### config.mk
export PLATFORM = sky130hd
export DESIGN_NAME = rr_resource_scheduler
export DESIGN_NICKNAME = d
export VERILOG_FILES = /design/src/rtl/rr_sched_pkg.sv /design/src/rtl/rr_resource_scheduler_pick.sv /design/src/rtl/rr_resource_scheduler.sv
export SDC_FILE = /design/constraint.sdc
export NUM_CORES = 1
export LEC_CHECK = 0
export BUFFER_PORTS_ARGS = -buffer_cell sky130_fd_sc_hd__buf_2
export CAP_MARGIN = 40
export CORE_AREA = 2 2 59 61
export CTS_CLUSTER_DIAMETER = 100
export DETAILED_ROUTE_END_ITERATION = 12
export DIE_AREA = 0 0 61 63
export MAX_ROUTING_LAYER = met4
export SETUP_SLACK_MARGIN = 0.5
export SYNTH_ARGS = -nofsm -noshare
export SYNTH_HDL_FRONTEND = slang
export SYNTH_HIERARCHICAL = 1
export SYNTH_SLANG_ARGS = --single-unit
### constraint.sdc
create_clock -name clk -period 1.7 [get_ports clk]
set_input_delay 0.34 -clock clk [delete_from_list [all_inputs] [get_ports clk]]
set_output_delay 0.34 -clock clk [all_outputs]
set_load 0.01 [all_outputs]
### src/rtl/rr_sched_pkg.sv
// Shared definitions for the round-robin resource scheduler: state encodings
// and the elaboration-time check that gnt_id is wide enough for N_REQ.
package rr_sched_pkg;

    localparam logic [1:0] ST_IDLE  = 2'b00;
    localparam logic [1:0] ST_ARB   = 2'b01;
    localparam logic [1:0] ST_GRANT = 2'b10;
    localparam logic [1:0] ST_COOL  = 2'b11;

    typedef enum logic [1:0] {
        IDLE  = ST_IDLE,
        ARB   = ST_ARB,
        GRANT = ST_GRANT,
        COOL  = ST_COOL
    } sched_state_t;

    function automatic bit id_w_ok(input int n_req, input int id_w);
        return id_w >= $clog2(n_req);
    endfunction

endpackage

### src/rtl/rr_resource_scheduler_pick.sv
// Combinational round-robin picker: lowest requester above last_owner wins,
// otherwise the lowest requester at or below it (wrap-around).
module rr_pick
    import rr_sched_pkg::*;
#(
    parameter int N_REQ = 4,
    parameter int ID_W  = 2
) (
    input  logic [N_REQ-1:0] req,
    input  logic [ID_W-1:0]  last_owner,
    output logic [ID_W-1:0]  winner,
    output logic             valid
);

    logic            hi_hit;
    logic [ID_W-1:0] hi_id;
    logic [ID_W-1:0] lo_id;

    always_comb begin
        hi_hit = 1'b0;
        hi_id  = '0;
        lo_id  = '0;
        // Descending scan so the last assignment is the lowest matching index.
        for (int j = N_REQ - 1; j >= 0; j--) begin
            if (req[j]) begin
                lo_id = ID_W'(j);
                if (j > int'(last_owner)) begin
                    hi_hit = 1'b1;
                    hi_id  = ID_W'(j);
                end
            end
        end
        valid  = |req;
        winner = hi_hit ? hi_id : lo_id;
    end

endmodule

### src/rtl/rr_resource_scheduler.sv
// Round-robin scheduler sharing one resource among N_REQ requesters, with a
// programmable hold length, early release and one cool-down cycle per grant.
//
// state | meaning
// IDLE  | no requests pending, resource free
// ARB   | pick next owner round-robin, load hold counter
// GRANT | gnt[owner] high until done, req[owner] drop, or cnt expiry
// COOL  | dead cycle, pointer update, timeout pulse on expiry
module rr_resource_scheduler
    import rr_sched_pkg::*;
#(
    parameter int N_REQ  = 4,
    parameter int HOLD_W = 4,
    parameter int ID_W   = 2
) (
    input  logic              clk,
    input  logic              rst,
    input  logic [N_REQ-1:0]  req,
    input  logic              done,
    input  logic [HOLD_W-1:0] hold_len,
    output logic [N_REQ-1:0]  gnt,
    output logic [ID_W-1:0]   gnt_id,
    output logic              busy,
    output logic              timeout,
    output logic [1:0]        state_out
);

    generate
        if (!id_w_ok(N_REQ, ID_W)) begin : g_bad_id_w
            $error("ID_W too narrow for N_REQ");
        end
    endgenerate

    sched_state_t      state;
    logic [ID_W-1:0]   owner;
    logic [ID_W-1:0]   last_owner;
    logic [HOLD_W-1:0] cnt;
    logic [ID_W-1:0]   pick_id;
    logic              pick_valid;
    logic              expire;

    rr_pick #(
        .N_REQ (N_REQ),
        .ID_W  (ID_W)
    ) u_pick (
        .req        (req),
        .last_owner (last_owner),
        .winner     (pick_id),
        .valid      (pick_valid)
    );

    assign expire    = (cnt == HOLD_W'(1));
    assign state_out = state;

    always_ff @(posedge clk or negedge rst) begin
        if (!rst) begin
            state      <= IDLE;
            owner      <= '0;
            last_owner <= ID_W'(N_REQ - 1);
            cnt        <= '0;
            gnt        <= '0;
            gnt_id     <= '0;
            busy       <= 1'b0;
            timeout    <= 1'b0;
        end else begin
            timeout <= 1'b0;
            case (state)
                IDLE: begin
                    if (|req) begin
                        state <= ARB;
                        busy  <= 1'b1;
                    end
                end
                ARB: begin
                    if (pick_valid) begin
                        state  <= GRANT;
                        owner  <= pick_id;
                        gnt_id <= pick_id;
                        gnt    <= N_REQ'(1) << pick_id;
                        cnt    <= (hold_len == '0) ? HOLD_W'(1) : hold_len;
                    end else begin
                        state <= IDLE;
                        busy  <= 1'b0;
                    end
                end
                GRANT: begin
                    if (done || !req[owner] || expire) begin
                        state      <= COOL;
                        gnt        <= '0;
                        last_owner <= owner;
                        // Explicit release (done or req drop) takes precedence over expiry.
                        timeout    <= expire && !done && req[owner];
                    end else begin
                        cnt <= cnt - HOLD_W'(1);
                    end
                end
                COOL: begin
                    if (|req) begin
                        state <= ARB;
                    end else begin
                        state <= IDLE;
                        busy  <= 1'b0;
                    end
                end
                default: begin
                    state <= IDLE;
                    gnt   <= '0;
                    busy  <= 1'b0;
                end
            endcase
        end
    end

endmodule
# == After elaboration in Yosys (flattened, before gate mapping) ==
# Cells that the tools add are included.
# totals
register_bits,16
# op_classes
addsub,1
magnitude_cmp,4
n_eq_ne,9
shift,1
mux,36
n_reduce_logical,18
# op_table
op,n
2-bit 2-to-1 mux,14
4-bit 2-to-1 mux,5
4-bit case mux with 2 select lines,2
1-bit 2-to-1 mux,12
"2-bit inequality test, second input constant",5
3-bit AND reduction,3
2-bit case mux with 4 select lines,1
2-bit AND reduction,3
"2-bit equality test, second input constant",2
"4-bit by 1-bit equality test with 1-bit output, second input constant",1
"2-bit greater-than comparator, first input constant",2
4-bit zero test,1
2-bit nonzero test,2
4-bit OR reduction,1
"1-bit by 2-bit << shifter with 4-bit output, first input constant",1
"4-bit by 1-bit subtractor with 4-bit output, second input constant",1
"2-bit by 3-bit less-than comparator with 1-bit output, second input constant",1
1-bit binary-select mux with 2-bit select,1
"2-bit by 1-bit equality test with 1-bit output, second input constant",1
"1-bit by 2-bit greater-than comparator with 1-bit output, first input constant",1
1-bit logical AND,2
1-bit zero test,2
2-bit zero test,1
1-bit logical OR,2
other kinds (2),2

# == Depth between registers and ports, before layout ==
# logic_depth
depth_word,11
mapped_depth,6
mapped_depth_nobuf,6

# == Hierarchy ==
# Netlist, hierarchy kept.
# by_module_without_submodules
module,instances,cells_each,area_each_um2,seq_area_each_um2
rr_resource_scheduler,1,81,854.6,402.9
rr_pick,1,13,70.1,0.0

# == Worst setup path after synthesis ==
# No wires, ideal clock.
# synth_timing
kind,reg2reg
start,register cnt[0]
end,register cnt[3]
arrival_time_ns,1.576
required_time_ns,1.578
slack_ns,0.002
path_stages_with_launch,6
n_path_buf,0
synth_period_minus_slack_ns,1.698
cell_sequence,dfrtp_1 > ha_1 > nand4bb_1 > nor2_1 > or4b_1 > a32o_1
# synth_via
elab_chain_cells,4
# synth_lines
item,line,source
"start, declared",rr_resource_scheduler.sv:37,logic [HOLD_W-1:0] cnt;
"start signal, assigned",rr_resource_scheduler.sv:80,cnt <= (hold_len == '0) ? HOLD_W'(1) : hold_len;
"start signal, assigned",rr_resource_scheduler.sv:94,cnt <= cnt - HOLD_W'(1);
branches (longest 4 deep; another with 4-bit by 1-bit subtractor with 4-bit output),-,
# Parallel ways; which one is timed is not known. The select of a mux whose other input is x is not followed.
# A chain may end at the register's enable or synchronous reset.

# == Worst setup path in the final report ==
# layout_timing
start,register cnt[1]
end,register cnt[3]
# The elaborated chain is that of the path after synthesis.

==> flow_summary.json <==
{
  "cts.sinks": 16,
  "hold_viol_final": 0,
  "r2r_start": "cnt[1]",
  "htreeDepth": 1,
  "fmax_ghz": 0.601,
  "intPower_mw": 1.47,
  "reg2reg_setup_slack_ps": 40,
  "dr.pass1.iters": 4,
  "final_nets": 151,
  "routed_wl_um": 2320,
  "diodes": 0,
  "syn-cell-area_sq_um": 925,
  "worst_hold_slack_ps": 286,
  "cp.arrival_ps": 1850,
  "dieArea_sq_um": 3840,
  "syn2layout_area_growth_pct": 49.9,
  "grt_remaining_overflow": 0,
  "synth_edf_count": 0,
  "vdd_drop_max_mv": 0.394,
  "portBuffers": 20,
  "via_per_inst": 4.89,
  "antenna_found_initial": 0,
  "dp_hpwl_um": 1650,
  "place_inst": 164,
  "endpoint": "cnt[3]",
  "die-width_um": 61,
  "hold_path.class": "input pin to register",
  "endpoint_kind": "register",
  "layout-drive-gt1-share": 0.511,
  "cts.path.max_buffers": 2,
  "rsz0062_at_grt": "true",
  "wire_per_inst_um": 12.7,
  "r2r-end": "cnt[3]",
  "worst_slew_pin_slew_ps": 443,
  "p_switching_uw": 951,
  "synth.avg_cell_area_sq_um": 9.84,
  "finalCritPeriodShare": 0.978,
  "status": "completed",
  "p_per_area_nw_per_um2": 1750,
  "final_cells": 183,
  "fin_tns_setup_ps": 0,
  "max-slew-margin-rel": 0.702,
  "yosys_warnings": 6,
  "root_buffer": "clkbuf_4",
  "async_flop_share": 1.00,
  "pwr-share-seq": 0.309,
  "ant_nets": 0,
  "r2r_cells": 6,
  "sw_frac_of_total": 0.393,
  "power_frac_comb": 0.605,
  "required_ps": 1890,
  "synthFlopType": "dfrtp_1",
  "start_util": 0.286,
  "io_pins": 21,
  "cts-buffers-inserted": 3,
  "gp_congestion": 0.987,
  "coreArea_sq_um": 3230,
  "die_y_um": 63,
  "grtUsageTotal": 0.130,
  "drc_errors": 0,
  "path_class": "register to register",
  "grt_pass1_wl_um": 3630,
  "path_max_fanout": 3,
  "rows": 21,
  "ys_seq_area_frac": 0.436,
  "tritoncts": "done",
  "clkLatencyLatePin_ps": 290,
  "syn-num-nets": 107,
  "maxSlewViolCount": 0,
  "first_iter_violations": 41,
  "setup_viol": 0,
  "grt_pass1_vias": 810,
  "start_kind": "register",
  "period_needed_ps": 1660,
  "clk_pin_slew_ps": 110,
  "yosysUniqueCellTypes": 36,
  "num_vias": 895,
  "leakagePower_nw": 0.660,
  "power.total_mw": 2.42,
  "startpoint": "cnt[1]",
  "clock_skew_ps": 20.3,
  "grt_max_degree": 17,
  "ys_seq_elements": 16,
  "synthCells": 94,
  "maxCapViolCount": 0,
  "clkPwrFrac": 0.086,
  "fin_util": 0.429
}
==> metal layers <==
metal	up-vias	wire, um	global-route usage
met5	-	0	-
met4	0	36	0.0571
met3	2	78	0.0124
met2	21	1190	0.211
met1	434	1010	0.159
li1	438	-	-
==> layout by cell type, fill, tap and decap left out, types with 2 or more instances in the layout <==
master | netlist | routed
buf_4 | 0 | 14
nor3_1 | 4 | 4
dfrtp_1 | 14 | 12
a21oi_1 | 2 | 2
inv_1 | 9 | 7
o22ai_1 | 2 | 2
dfrtp_2 | 0 | 2
a32o_1 | 5 | 5
o21ai_0 | 6 | 5
dfstp_2 | 2 | 2
nor2_1 | 8 | 5
mux2_4 | 0 | 2
nor4_1 | 2 | 2
nand3_1 | 3 | 2
nand2_1 | 8 | 7
buf_2 | 1 | 16
inv_2 | 0 | 2
nor2_2 | 0 | 3
mux2_2 | 4 | 2
clkbuf_4 | 0 | 3
buf_6 | 1 | 11
==> how the worst min path moves through the flow <==
stage / endpoint / slack (ps) / cells after the start / startpoint
floorplan: asynchronous set/reset pin / 40 / 0 / rst
global placement: busy / 280 / 1 / rst
detailed placement: busy / 280 / 1 / rst
CTS: cnt[1] / 270 / 3 / hold_len[1]
global route: cnt[1] / 280 / 3 / hold_len[1]
finish: cnt[1] / 290 / 3 / hold_len[1]
==> state kept, by name, summed over array words and instances (netlist names), named ones only <==
register	count
busy	1
cnt	4
gnt	4
last_owner	2
owner	2
state_out	1
timeout	1
==> per-stage QoR <==
step                setup WS [ps]  instance area (sq um)
floorplan                    65.1                    953
global placement             9.94                   1140
detailed placement           28.3                   1140
CTS                          29.1                   1290
global route                -34.8                   1390
finish                       37.4                   1390
==> power groups by stage <==
stage	sequential, mW	clock [mW]	combinational, mW
floorplan	0.750	0	0.692
global placement	0.738	0	1.00
detailed placement	0.743	0	1.02
CTS	0.744	0.212	1.24
global route	0.771	0.235	1.60
finish	0.748	0.208	1.47
==> what timing repair did <==
| action | CTS | global route |
|---|---|---|
| endpoints found under the setup margin | 18 | 19 |
| hold buffers | 1 | 0 |
| setup buffers | 8 | 6 |
| hold endpoints to repair | 14 | 0 |
| gates resized for setup | 13 | 14 |
| pin swaps | 3 | 5 |
==> synth_stat cells, drive strengths merged, types with 2 or more instances <==
cell type,number,area share
o311ai,2,0.019
o21ai,6,0.032
a21oi,3,0.020
buf,2,0.018
a32o,5,0.054
dfstp,2,0.057
nor3,4,0.022
nor2,8,0.032
o22ai,2,0.014
nor4,2,0.014
dfrtp,14,0.38
ha,2,0.027
nand3,3,0.016
mux2,4,0.049
inv,9,0.037
nand2,8,0.032
==> area by class of cell <==
| class | instances | area, sq um |
|---|---|---|
| inverters | 9 | 33.8 |
| clock buffers | 4 | 26.3 |
| multi-input cells | 66 | 544 |
| fillers | 305 | 1850 |
| repair buffers | 42 | 319 |
| flip-flops and latches | 16 | 405 |
| well taps | 46 | 57.6 |
==> cell families (layout without fill, tap and decap cells) <==
group	after synthesis	in the layout	share of synthesized area
compound gates	25	25	0.221
fa+ha+maj	2	2	0.0271
mux	5	5	0.0595
simple gates	33	33	0.189
xor+xnor	1	1	0.00947
flops	16	16	0.436
buf+inv	12	55	0.0582
==> worst max-delay path, cell delays in order, from the launching register on <==
cell and delay, ps:
dfrtp_1 410, inv_2 50, ha_2 170, nand4bb_1 120
nor2_2 70, or4b_1 510, a32o_1 230
Note: power is estimated with default switching activity, not from simulation.
